==> src/rtl/ild1420_cmd_tx.sv <==
// ILD1420 host-to-sensor command transmitter: byte FIFO drained as back-to-back 8N1 frames.
// Optional CR/LF terminator appended to every command when ILD1420_CMD_AUTO_CRLF_EN is defined.
module ild1420_cmd_tx #(
  parameter int unsigned CLK_DIV = 217,
  parameter int unsigned DEPTH   = 16
) (
  input  logic       clk,
  input  logic       rst_n,
  input  logic       wr_en,
  input  logic [7:0] wr_data,
  input  logic       send,
  output logic       dout,
  output logic       busy,
  output logic       full,
  output logic       overflow,
  output logic       done
);

  localparam int unsigned PW = (DEPTH > 1) ? $clog2(DEPTH) : 1;
  localparam int unsigned CW = $clog2(DEPTH) + 1;
  localparam int unsigned DW = (CLK_DIV > 1) ? $clog2(CLK_DIV) : 1;

  typedef enum logic [1:0] {IDLE, START, DATA, STOP} state_t;

  state_t        state, next_state;
  logic [7:0]    mem [DEPTH];
  logic [PW-1:0] wr_ptr, rd_ptr;
  logic [CW-1:0] count;
  logic [DW-1:0] div_cnt;
  logic [2:0]    bit_cnt;
  logic [7:0]    shreg;
  logic          tick, wr_accept, wr_drop, send_ok, pending, pop;
  logic [7:0]    next_byte;

  assign tick      = (div_cnt == DW'(CLK_DIV - 1));
  assign busy      = (state != IDLE);
  assign full      = (count == CW'(DEPTH));
  assign wr_accept = wr_en && (state == IDLE) && !full;
  assign wr_drop   = wr_en && !wr_accept;
  assign pop       = (state == START) && tick && (count != '0);

`ifdef ILD1420_CMD_AUTO_CRLF_EN
  logic [1:0] term_left;

  assign pending   = (count != '0) || (term_left != 2'd0);
  assign next_byte = (count != '0) ? mem[rd_ptr] : ((term_left == 2'd2) ? 8'h0D : 8'h0A);
  assign send_ok   = (state == IDLE) && send;

  // Terminator bytes are only consumed once the FIFO has drained.
  always_ff @(posedge clk or negedge rst_n) begin
    if (!rst_n) begin
      term_left <= 2'd0;
    end else if (send_ok) begin
      term_left <= 2'd2;
    end else if ((state == START) && tick && (count == '0) && (term_left != 2'd0)) begin
      term_left <= term_left - 2'd1;
    end
  end
`else
  assign pending   = (count != '0);
  assign next_byte = mem[rd_ptr];
  // A byte written in the same cycle as send counts as pending.
  assign send_ok   = (state == IDLE) && send && ((count != '0) || wr_accept);
`endif

  always_ff @(posedge clk or negedge rst_n) begin
    if (!rst_n) state <= IDLE;
    else        state <= next_state;
  end

  always_comb begin
    next_state = state;
    unique case (state)
      IDLE:  if (send_ok) next_state = START;
      START: if (tick) next_state = DATA;
      DATA:  if (tick && (bit_cnt == 3'd7)) next_state = STOP;
      STOP:  if (tick) next_state = pending ? START : IDLE;
      default: next_state = IDLE;
    endcase
  end

  always_ff @(posedge clk) begin
    if (wr_accept) mem[wr_ptr] <= wr_data;
  end

  always_ff @(posedge clk or negedge rst_n) begin
    if (!rst_n) begin
      wr_ptr   <= '0;
      rd_ptr   <= '0;
      count    <= '0;
      overflow <= 1'b0;
    end else begin
      if (wr_accept) wr_ptr <= wr_ptr + PW'(1);
      if (pop)       rd_ptr <= rd_ptr + PW'(1);
      if (wr_accept && !pop)      count <= count + CW'(1);
      else if (pop && !wr_accept) count <= count - CW'(1);
      if (wr_drop)      overflow <= 1'b1;
      else if (send_ok) overflow <= 1'b0;
    end
  end

  // The byte is fetched at the end of the start bit, so a same-cycle write is already stored.
  always_ff @(posedge clk or negedge rst_n) begin
    if (!rst_n) begin
      div_cnt <= '0;
      bit_cnt <= '0;
      shreg   <= '0;
      dout    <= 1'b1;
      done    <= 1'b0;
    end else begin
      done <= 1'b0;
      if ((state == IDLE) || tick) div_cnt <= '0;
      else                         div_cnt <= div_cnt + DW'(1);
      unique case (state)
        IDLE: if (send_ok) dout <= 1'b0;
        START: if (tick) begin
          shreg   <= next_byte;
          dout    <= next_byte[0];
          bit_cnt <= '0;
        end
        DATA: if (tick) begin
          if (bit_cnt == 3'd7) begin
            dout <= 1'b1;
          end else begin
            shreg   <= shreg >> 1;
            dout    <= shreg[1];
            bit_cnt <= bit_cnt + 3'd1;
          end
        end
        STOP: if (tick) begin
          if (pending) dout <= 1'b0;
          else         done <= 1'b1;
        end
        default: dout <= 1'b1;
      endcase
    end
  end

endmodule

==> config.mk <==
export PLATFORM = sky130hd
export DESIGN_NAME = ild1420_cmd_tx
export DESIGN_NICKNAME = d
export VERILOG_FILES = /design/src/rtl/ild1420_cmd_tx.sv
export SDC_FILE = /design/constraint.sdc
export NUM_CORES = 1
export LEC_CHECK = 0
export ABC_AREA = 1
export ABC_CLOCK_PERIOD_IN_PS = 3300
export BUFFER_PORTS_ARGS = -buffer_cell sky130_fd_sc_hd__buf_2
export CELL_PAD_IN_SITES_DETAIL_PLACEMENT = 0
export CELL_PAD_IN_SITES_GLOBAL_PLACEMENT = 1
export CORE_MARGIN = 2
export CORE_UTILIZATION = 50
export CTS_CLUSTER_SIZE = 25
export DETAILED_ROUTE_END_ITERATION = 7
export GPL_ROUTABILITY_DRIVEN = 0
export PLACE_DENSITY_LB_ADDON = 0.05
export SLEW_MARGIN = 40
export SYNTH_ARGS = -nofsm -noshare
export SYNTH_HDL_FRONTEND = slang
export SYNTH_SLANG_ARGS = --single-unit
==> constraint.sdc <==
create_clock -name clk -period 3.3 [get_ports clk]
set_input_delay 0.165 -clock clk [delete_from_list [all_inputs] [get_ports clk]]
set_output_delay 0.165 -clock clk [all_outputs]
set_load 0.05 [all_outputs]
==> results of run 1 <==
[registers in the layout, summed over array words and instances (netlist names)]
register	count
bit_cnt	3
count	5
div_cnt	8
done	1
dout	1
mem	128
overflow	1
rd_ptr	4
shreg	7
state	2
wr_ptr	4
[cells by family (layout without fill, tap and decap cells)]
group           after synthesis  in the layout  synth area share
simple gates                306            306             0.180
flops                       164            164             0.661
compound gates               91             91            0.0675
buf+inv                      83            121            0.0483
fa+ha+maj                    19             19            0.0342
xor+xnor                      7              7           0.00854
[cells in the final DEF (no fill, tap or decap), drive strengths merged, types with 3 or more instances in the layout]
master,instances
o21ai,64
edfxtp,128
ha,18
inv,61
dfrtp,35
buf,30
xor2,6
nor2,130
nor3,6
nand2,102
nor3b,3
o211ai,6
clkinv,6
nand3,61
clkbuf,19
a21oi,14
[repair_timing]
action                    4_1_cts  5_1_grt
buffers inserted                0        0
hold buffers                    2        0
hold endpoints to repair       36        0
gates resized for setup         0        0
[worst max-delay path by stage]
| stage | endpoint | cells past startpoint |
|---|---|---|
| floorplan | count[4]$_DFFE_PN0P_ | 15 |
| CTS | count[4]$_DFFE_PN0P_ | 16 |
| global placement | count[4]$_DFFE_PN0P_ | 16 |
| detailed placement | count[4]$_DFFE_PN0P_ | 16 |
| global route | count[4]$_DFFE_PN0P_ | 16 |
| finish | count[4]$_DFFE_PN0P_ | 16 |
[cell type report]
type / instances / area [um^2]
clock buffer: 19 / 433
clock inverter: 13 / 123
fill: 1189 / 5890
inverter: 57 / 216
multi-input combinational: 423 / 2090
sequential: 164 / 4750
tap: 180 / 225
timing repair buffer: 32 / 208
[routing by layer]
layer | routed length [um] | share of wire
met1 | 7700 | 0.49
met2 | 7270 | 0.46
met3 | 630 | 0.040
met4 | 189 | 0.012
met5 | 0 | 0
[power by group through the flow]
stage | registers (mW) | logic [mW] | clock network [mW]
floorplan | 2.58 | 0.623 | 0
global placement | 2.56 | 0.896 | 0
detailed placement | 2.57 | 0.914 | 0
CTS | 2.52 | 0.922 | 1.90
global route | 2.55 | 1.05 | 1.98
finish | 2.52 | 0.918 | 1.87
[worst reg2reg max path, stage by stage, from the launching register on]
cell and delay (ns):
dfrtp_1 0.41, inv_1 0.07, ha_1 0.14, nand3_1 0.12, nor3_4 0.21, nand2_2 0.08
inv_2 0.10, nand2_1 0.12, ha_1 0.26, fa_1 0.36, inv_1 0.09, nand2_1 0.06
a21oi_1 0.16, nor2_1 0.06, nand2_1 0.05, nand3_1 0.08, xor2_1 0.15
==> results_dict.tcl, run 1 <==
set metrics [dict create \
    path_cells "inv_1, ha_1, nand3_1, nor3_4, nand2_2, inv_2, nand2_1, ha_1, fa_1, inv_1, nand2_1, a21oi_1, nor2_1, nand2_1, nand3_1, xor2_1" \
    clk_pin_slew_ns 0.06 \
    fin_setup_tns_ns 0 \
    dp_worst_setup_slack_ns 0.667 \
    dr.first_iter.drc_count 420 \
    netlist_area_um2 7180 \
    crit_top_cell "nand2_1" \
    hold_depth 1 \
    ios 17 \
    grtUsageMet2 0.335 \
    vias_per_cell 5.30 \
    cts_tree "built" \
    end_kind "register" \
    setup_viol_count_final 0 \
    die_height_um 124 \
    finalMaxSlewViolations 0 \
    min_from "wr_data[2]" \
    yosysWarnings 0 \
    slew_headroom 0.468 \
    worstPathArrival_ns 2.95 \
    core_um2 13900 \
    p_seq_frac 0.475 \
    syn-num-nets 701 \
    p_switching_mw 1.57 \
    avgSynthCellArea_um2 10.7 \
    final_cells 888 \
    synth_ff_type "edfxtp_1" \
    required_ns 3.61 \
    cts_max_level 4 \
    syn_inst 670 \
    r2r-start "div_cnt[0]$_DFF_PN0_" \
    drc 0 \
    reg2reg_to "count[4]$_DFFE_PN0P_" \
    num_rows 43 \
    yosysSeqAreaShare 0.661 \
    dp_cells 854 \
    max_freq_mhz 379 \
    grt_use_total 0.228 \
    synth_cell_type_count 36 \
    area_growth_pct 12.0 \
    ir_drop_v 0.000476 \
    start_util 0.515 \
    p_leak_nw 3.19 \
    switching_share 0.295 \
    cts-root-buf "clkbuf_16" \
    cts_buffers 17 \
    wl_per_cell_um 17.8 \
    worstHoldPathType "in2reg" \
    vias 4710 \
    synth_edf_count 128 \
    synth.area.top_cells "edfxtp_1 (54%), dfrtp_1 (12%), nor2_1 (6.7%)" \
    synth_async_sr_flop_share 0.220 \
    max_stage_delay_ns 0.41 \
    grt_busiest_layer "met1" \
    grt_pass1_vias 4540 \
    rsz0062_at_grt "false" \
    clock_power_share 0.352 \
    r2r_slack_ns 0.66 \
    status "complete, no violations" \
    cts_buffer_depth 2 \
    drtPass1Iterations 5 \
    path_max_fanout 4 \
    grt_pass1_wl_um 25200 \
    portBuffers 16 \
    fin_area_um2 8040 \
    ant_nets 0 \
    wirelength_um 15800 \
    dp_hpwl_um 9870 \
    postLayoutCoreUtil 0.577 \
    skew_ns 0.00557 \
    critPathKind "reg2reg" \
    timing.hold.ws_ns 0.147 \
    grt_start_max_net_pins 73 \
    finalNetCount 726 \
    power_density_nw_per_um2 661 \
    p_total_mw 5.31 \
    cap_violations 0 \
    clock_sinks 164 \
    antenna_cells 0 \
    grt_overflow 0 \
    chipWidth_um 124 \
    synth_top_area_cell "edfxtp_1" \
    rr_worst_depth 16 \
    fin_ws_ns 0.664 \
    fin_crit_sh 0.799 \
    cp_slowest_cell "dfrtp_1" \
    met1_usage 0.346 \
    place_area_um2 7460 \
    final_hold_viol_count 0 \
    p_int_mw 3.75 \
    synth.most_common_cell "nor2_1" \
    fin_crit_ns 2.64 \
    ys_seq_elements 164 \
    synthTopCellsByCount "nor2_1 (129), edfxtp_1 (128), nand2_1 (98), o21ai_0 (62), nand3_1 (61)" \
    hold_end "mem[5][2]$_DFFE_PP_" \
    worst_setup_path_start_kind "register" \
    insertion_delay_ns 0.42 \
    met3_usage 0.0499 \
    worst-path-buf-inv 3 \
    drive_gt1_frac 0.102 \
    setup.worst_path.start "div_cnt[0]$_DFF_PN0_" \
    antenna_found_initial 0 \
    cp_top_family "simple AND/OR/NAND/NOR gates" \
    synth.top_cell.area_share 0.536 \
    worstMarginPinSlew_ns 0.795 \
    pwr-share-comb 0.173 \
    die-area_um2 15300 \
]
Power figures use the tool's default switching activity.
==> run 2: changes to the inputs <==
--- a/config.mk
+++ b/config.mk
@@ -6,12 +6,12 @@
 export NUM_CORES = 1
 export LEC_CHECK = 0
 export ABC_AREA = 1
-export ABC_CLOCK_PERIOD_IN_PS = 3300
+export ABC_CLOCK_PERIOD_IN_PS = 2400
 export BUFFER_PORTS_ARGS = -buffer_cell sky130_fd_sc_hd__buf_2
 export CELL_PAD_IN_SITES_DETAIL_PLACEMENT = 0
 export CELL_PAD_IN_SITES_GLOBAL_PLACEMENT = 1
 export CORE_MARGIN = 2
-export CORE_UTILIZATION = 50
+export CORE_UTILIZATION = 45
 export CTS_CLUSTER_SIZE = 25
 export DETAILED_ROUTE_END_ITERATION = 7
 export GPL_ROUTABILITY_DRIVEN = 0
==> constraint.sdc (replaced) <==
create_clock -name clk -period 2.4 [get_ports clk]
set_input_delay 0.12 -clock clk [delete_from_list [all_inputs] [get_ports clk]]
set_output_delay 0.12 -clock clk [all_outputs]
set_load 0.05 [all_outputs]
==> run 2 against run 1 <==
Against the previous run: hold slack worse by 0.060 ns; final area is 3.1% higher; non-clock buffer count is 19 higher; combinational power is 50% higher; critical path depth stayed put.
==> results_dict.tcl, run 2 (synthesis results as in run 1) <==
set metrics [dict create \
    core_um2 15700 \
    drc 0 \
    end_kind "register" \
    max_freq_mhz 437 \
    grt_start_max_net_pins 40 \
    p_leak_nw 3.31 \
    wirelength_um 15700 \
    timing.hold.ws_ns 0.0870 \
    drtPass1Iterations 4 \
    cts_tree "built" \
    antenna_cells 0 \
    hold_end "mem[1][2]$_DFFE_PP_" \
    dp_cells 908 \
    dp_hpwl_um 9880 \
    cts_max_level 4 \
    start_util 0.457 \
    min_from "wr_data[2]" \
    worstMarginPinSlew_ns 0.526 \
    cap_violations 0 \
    required_ns 2.71 \
    vias 4713 \
    ant_nets 0 \
    area_growth_pct 15.5 \
    worst_setup_path_start_kind "register" \
    rsz0062_at_grt "true" \
    cts_buffer_depth 2 \
    final_hold_viol_count 0 \
    grt_overflow 0 \
    place_area_um2 7670 \
    skew_ns 0.00760 \
    grt_use_total 0.201 \
    postLayoutCoreUtil 0.528 \
    worstHoldPathType "in2reg" \
    drive_gt1_frac 0.143 \
    largest_reg_flops 128 \
    fin_crit_sh 0.953 \
    setup_viol_count_final 0 \
    fillers 1407 \
    cts_buffers 17 \
    die-area_um2 17000 \
    hold_depth 1 \
    chipWidth_um 130 \
    ios 17 \
    reg2reg_to "count[4]$_DFFE_PN0P_" \
    top_register "mem" \
    power_density_nw_per_um2 898 \
    status "complete, no violations" \
    clock_sinks 164 \
    vias_per_cell 5.00 \
    fin_crit_ns 2.29 \
    rr_worst_depth 16 \
    slew_headroom 0.647 \
    insertion_delay_ns 0.43 \
    dr.first_iter.drc_count 279 \
    antenna_found_initial 0 \
    ir_drop_v 0.000543 \
    grt_pass1_vias 4415 \
    final_cell_mix "nor2_1 (128), edfxtp_1 (128), nand2_1 (97), o21ai_0 (62), nand3_1 (59)" \
    clk_pin_slew_ns 0.07 \
    finalNetCount 745 \
    top_regs "mem x128, div_cnt x8, shreg x7" \
    portBuffers 16 \
    r2r_slack_ns 0.11 \
    finalMaxSlewViolations 0 \
    grt_pass1_wl_um 24500 \
    r2r-start "div_cnt[0]$_DFF_PN0_" \
    cts-root-buf "clkbuf_16" \
    fin_area_um2 8290 \
    num_rows 46 \
    critPathKind "reg2reg" \
    final_cells 943 \
    path_max_fanout 3 \
    wl_per_cell_um 16.7 \
    die_height_um 130 \
    worstPathArrival_ns 2.60 \
]
run 2: cell types whose count changed in the layout (fill, tap and decap cells not counted), sizes merged:
cell / before / now
buf: 30 / 49
clkinvlp: 2 / 0
inv: 61 / 64
bufinv: 1 / 0
clkinv: 6 / 8
clkbuf: 19 / 17
run 2: per-layer routing:
metal  vias to the layer above  track usage  part of all wire
met1                      2267        0.277              0.47
met2                        71        0.319              0.48
li1                       2361            -                 -
met5                         -            0                 0
met3                        14       0.0406             0.043
met4                         0       0.0721             0.012
run 2: worst max path at each step:
stage | endpoint | slack (ns) | from
floorplan | count[4]$_DFFE_PN0P_ | 0.01 | count[0]$_DFFE_PN0P_
global placement | count[4]$_DFFE_PN0P_ | 0.02 | div_cnt[1]$_DFF_PN0_
detailed placement | count[4]$_DFFE_PN0P_ | -0.01 | div_cnt[1]$_DFF_PN0_
CTS | count[4]$_DFFE_PN0P_ | 0.001 | div_cnt[0]$_DFF_PN0_
global route | count[4]$_DFFE_PN0P_ | -0.05 | div_cnt[1]$_DFF_PN0_
finish | count[4]$_DFFE_PN0P_ | 0.11 | div_cnt[0]$_DFF_PN0_
run 2: timing repair:
action,4_1_cts,5_1_grt
pin swaps,1,1
resized for setup,4,4
gates cloned,0,0
setup endpoints to repair,1,2
endpoints found under the hold margin,37,0
hold buffers,2,0
setup buffers,1,0
run 2: power by group:
part	internal, mW	leakage (nW)	switching (mW)	total (mW)
Clock	1.38	0.282	1.23	2.61
Sequential	3.33	1.62	0.135	3.46
Combinational	0.457	1.41	0.920	1.38
Total	5.16	3.31	2.28	7.44
run 2: critical path, cell delays in order (launching register included):
cell     delay, ns
dfrtp_1       0.37
inv_1         0.05
ha_1          0.15
nand3_2       0.09
nor3_4        0.19
nand2_2       0.07
inv_2         0.07
nand2_2       0.08
ha_4          0.18
fa_2          0.33
inv_2         0.07
nand2_1       0.06
a21oi_2       0.13
nor2_1        0.05
nand2_1       0.05
nand3_1       0.08
xor2_1        0.15
run 2: stage by stage:
| step | power [mW] | TNS (ns) | setup slack, ns |
|---|---|---|---|
| after floorplan | 4.44 | 0 | 0.0135 |
| after global placement | 4.81 | 0 | 0.0207 |
| after detailed placement | 4.86 | -0.0133 | -0.0133 |
| after CTS | 7.50 | 0 | 0.00101 |
| after global routing | 7.87 | -0.103 | -0.0544 |
| final | 7.44 | 0 | 0.112 |
run 2: cell type report:
cell class / instances / area, um^2 / area share
sequential: 164 / 4750 / 0.573
multi-input combinational: 423 / 2120 / 0.256
clock buffer: 17 / 425 / 0.0513
timing repair buffer: 51 / 363 / 0.0438
tap: 216 / 270 / 0.0326
inverter: 57 / 216 / 0.0261
clock inverter: 15 / 141 / 0.0171
==> run 3: changes to the inputs <==
--- a/config.mk
+++ b/config.mk
@@ -5,13 +5,14 @@
 export SDC_FILE = /design/constraint.sdc
 export NUM_CORES = 1
 export LEC_CHECK = 0
-export ABC_AREA = 1
 export ABC_CLOCK_PERIOD_IN_PS = 2400
 export BUFFER_PORTS_ARGS = -buffer_cell sky130_fd_sc_hd__buf_2
+export CAP_MARGIN = 25
 export CELL_PAD_IN_SITES_DETAIL_PLACEMENT = 0
 export CELL_PAD_IN_SITES_GLOBAL_PLACEMENT = 1
 export CORE_MARGIN = 2
-export CORE_UTILIZATION = 45
+export CORE_UTILIZATION = 49
+export CTS_BUF_LIST = sky130_fd_sc_hd__clkbuf_8
 export CTS_CLUSTER_SIZE = 25
 export DETAILED_ROUTE_END_ITERATION = 7
 export GPL_ROUTABILITY_DRIVEN = 0
==> run 3 against run 2 <==
Against the previous run: the run now ends with setup timing left; clock power fell by 23%; utilization rose by 5.2 points; clock skew rose by 0.0017 ns; die area fell by 10%; synthesized cell count fell by 29%; fmax fell by 10%; power fell by 31%; hold slack got worse by 0.045 ns; register-to-register slack got worse by 0.27 ns; count of clock-buffer cells in the layout did not move.
==> results_dict.tcl, run 3 <==
set metrics [dict create \
    drtPass1Iterations 5 \
    fin_ws_ns -0.156 \
    path_max_fanout 3 \
    rr_worst_depth 12 \
    end_kind "register" \
    critPathKind "reg2reg" \
    setup.worst_path.start "div_cnt[2]$_DFF_PN0_" \
    cts_buffers 17 \
    ios 17 \
    r2r_slack_ns -0.16 \
    cts-root-buf "clkbuf_8" \
    grt_start_max_net_pins 37 \
    dr.first_iter.drc_count 330 \
    yosysWarnings 0 \
    final_cell_mix "edfxtp_1 (128), mux2i_1 (56), buf_4 (47), dfrtp_1 (34), nand2_1 (28)" \
    synth_async_sr_flop_share 0.220 \
    top_regs "mem x128, div_cnt x8, shreg x7" \
    rsz0062_at_grt "true" \
    synth_top_area_cell "edfxtp_1" \
    clock_sinks 164 \
    p_switching_mw 1.03 \
    grt_use_total 0.203 \
    num_rows 43 \
    grt_overflow 0 \
    required_ns 2.78 \
    max_freq_mhz 391 \
    core_um2 13900 \
    dp_hpwl_um 9530 \
    max_stage_delay_ns 0.40 \
    synth.area.top_cells "edfxtp_1 (55%), dfrtp_1 (13%), mux2i_1 (8.0%)" \
    cts_max_level 4 \
    top_register "mem" \
    fin_crit_ns 2.56 \
    wirelength_um 14200 \
    start_util 0.502 \
    synth.top_cell.area_share 0.550 \
    die_height_um 123 \
    dp_cells 692 \
    setup_viol_count_final 1 \
    min_from "wr_data[7]" \
    synth_cell_type_count 49 \
    cts_tree "built" \
    largest_reg_flops 128 \
    portBuffers 16 \
    crit_top_cell "ha_4" \
    power_density_nw_per_um2 634 \
    yosysSeqAreaShare 0.679 \
    fin_crit_sh 1.06 \
    cap_violations 0 \
    clk_pin_slew_ns 0.08 \
    final_common_cell "edfxtp_1" \
    p_seq_frac 0.598 \
    ys_seq_elements 164 \
    wl_per_cell_um 19.4 \
    avgSynthCellArea_um2 14.7 \
    worstPathArrival_ns 2.94 \
    cp_slowest_cell "dfrtp_1" \
    switching_share 0.202 \
    finalMaxSlewViolations 0 \
    p_leak_nw 2.86 \
    reg2reg_to "count[4]$_DFFE_PN0P_" \
    fin_area_um2 8080 \
    syn-num-nets 508 \
    synth.most_common_cell "edfxtp_1" \
    pwr-share-comb 0.012 \
    clock_power_share 0.390 \
    netlist_area_um2 6990 \
    skew_ns 0.00931 \
    grt_pass1_vias 4013 \
    ant_nets 0 \
    hold_depth 1 \
    final_hold_viol_count 0 \
    worstHoldPathType "in2reg" \
    vias_per_cell 5.51 \
    area_growth_pct 15.6 \
    status "finished with violations" \
    drive_gt1_frac 0.238 \
    synth_edf_count 128 \
    cts_buffer_depth 2 \
    path_cells "or2_4, nor3_4, and3_4, inv_2, ha_4, inv_4, ha_4, nor2b_1, o21a_1, or3_1, a21oi_2, xor2_1" \
    synth_ff_type "edfxtp_1" \
    violations "setup timing" \
    die-area_um2 15200 \
    p_int_mw 4.08 \
    insertion_delay_ns 0.45 \
    finalNetCount 570 \
    fillers 1122 \
    hold_end "mem[8][7]$_DFFE_PP_" \
    synthTopCellsByCount "edfxtp_1 (128), mux2i_1 (56), dfrtp_1 (35), nor2_1 (33), nand2_1 (29)" \
    antenna_cells 0 \
    r2r-start "div_cnt[2]$_DFF_PN0_" \
    chipWidth_um 123 \
    place_area_um2 7540 \
    worstMarginPinSlew_ns 0.616 \
    ir_drop_v 0.000486 \
    antenna_found_initial 0 \
    worst_setup_path_start_kind "register" \
    final_cells 730 \
    drc 0 \
    syn_inst 477 \
    vias 4021 \
    slew_headroom 0.589 \
    grt_pass1_wl_um 22000 \
]
[run 3: changes by cell type after synthesis, moves of 37 or more]
cell,previous run,this run
inv_1,51,14
nand3_1,61,13
o21ai_0,62,6
mux2i_1,0,56
nand2_1,98,29
nor2_1,129,33
[run 3: kinds of logic (layout without fill, tap and decap cells)]
family	after synthesis	in the layout	share of synthesized area
xor+xnor	15	15	0.0188
simple gates	112	112	0.0777
buf+inv	36	109	0.0240
flops	164	164	0.679
compound gates	69	69	0.0677
fa+ha+maj	19	19	0.0351
mux	62	62	0.0979
[run 3: worst max path at each step]
stage	slack [ns]	endpoint
2_1_floorplan	-0.18	count[4]$_DFFE_PN0P_
3_3_place_gp	-0.15	count[4]$_DFFE_PN0P_
3_5_place_dp	-0.16	count[4]$_DFFE_PN0P_
4_1_cts	-0.19	count[4]$_DFFE_PN0P_
5_1_grt	-0.24	count[4]$_DFFE_PN0P_
6_report	-0.16	count[4]$_DFFE_PN0P_
[run 3: metal layers]
metal / GRT usage / wire [um] / up-vias
met4: 0.0682 / 210 / 0
met1: 0.272 / 6320 / 2010
met3: 0.0411 / 502 / 19
met5: 0 / 0 / -
met2: 0.334 / 7160 / 83
li1: - / - / 1909
[run 3: power by group through the flow]
stage                     Clock, mW  Sequential (mW)  Combinational (mW)
final                          2.00             3.06              0.0605
after global routing           2.12             3.06              0.0689
after CTS                      2.03             3.06              0.0635
after detailed placement          0             3.12              0.0605
after global placement            0             3.12              0.0571
after floorplan                   0             3.12             0.00106
[run 3: critical path: cells and delay by family, from the launching register on]
family | cells | cell delay, ns
simple gates | 5 | 1.17
fa+ha+maj | 2 | 0.35
buf+inv | 2 | 0.10
compound gates | 2 | 0.32
flops | 1 | 0.40
xor+xnor | 1 | 0.14
[run 3: per-stage QoR]
| stage | setup TNS, ns | power, mW | util | worst slack, ns | hold WS, ns |
|---|---|---|---|---|---|
| 6_report | -0.156 | 5.12 | 0.580 | -0.156 | 0.0417 |
| 5_1_grt | -0.299 | 5.25 | 0.580 | -0.235 | 0.0440 |
| 4_1_cts | -0.186 | 5.15 | 0.572 | -0.186 | 0.0277 |
| 3_5_place_dp | -0.194 | 3.18 | 0.541 | -0.163 | 0.126 |
| 3_3_place_gp | -0.153 | 3.18 | 0.541 | -0.149 | 0.273 |
| 2_1_floorplan | -0.179 | 3.13 | - | -0.179 | -0.176 |
[run 3: layout make-up]
class                           instances  area [um^2]  area share
Sequential cell                       164         4750       0.588
Timing Repair Buffer                   64          448      0.0555
Multi-Input combinational cell        277         2200       0.273
Tap cell                              180          225      0.0279
Inverter                               15         58.8     0.00728
Clock inverter                         13          161      0.0200
Clock buffer                           17          234      0.0290
[run 3: repair_timing]
item / 4_1_cts / 5_1_grt
endpoints found under the setup margin: 2 / 67
gates cloned: 0 / 0
pin swaps: 4 / 8
hold buffers: 2 / 0
setup buffers: 1 / 5
gates resized for setup: 2 / 14
hold endpoints to repair: 37 / 0
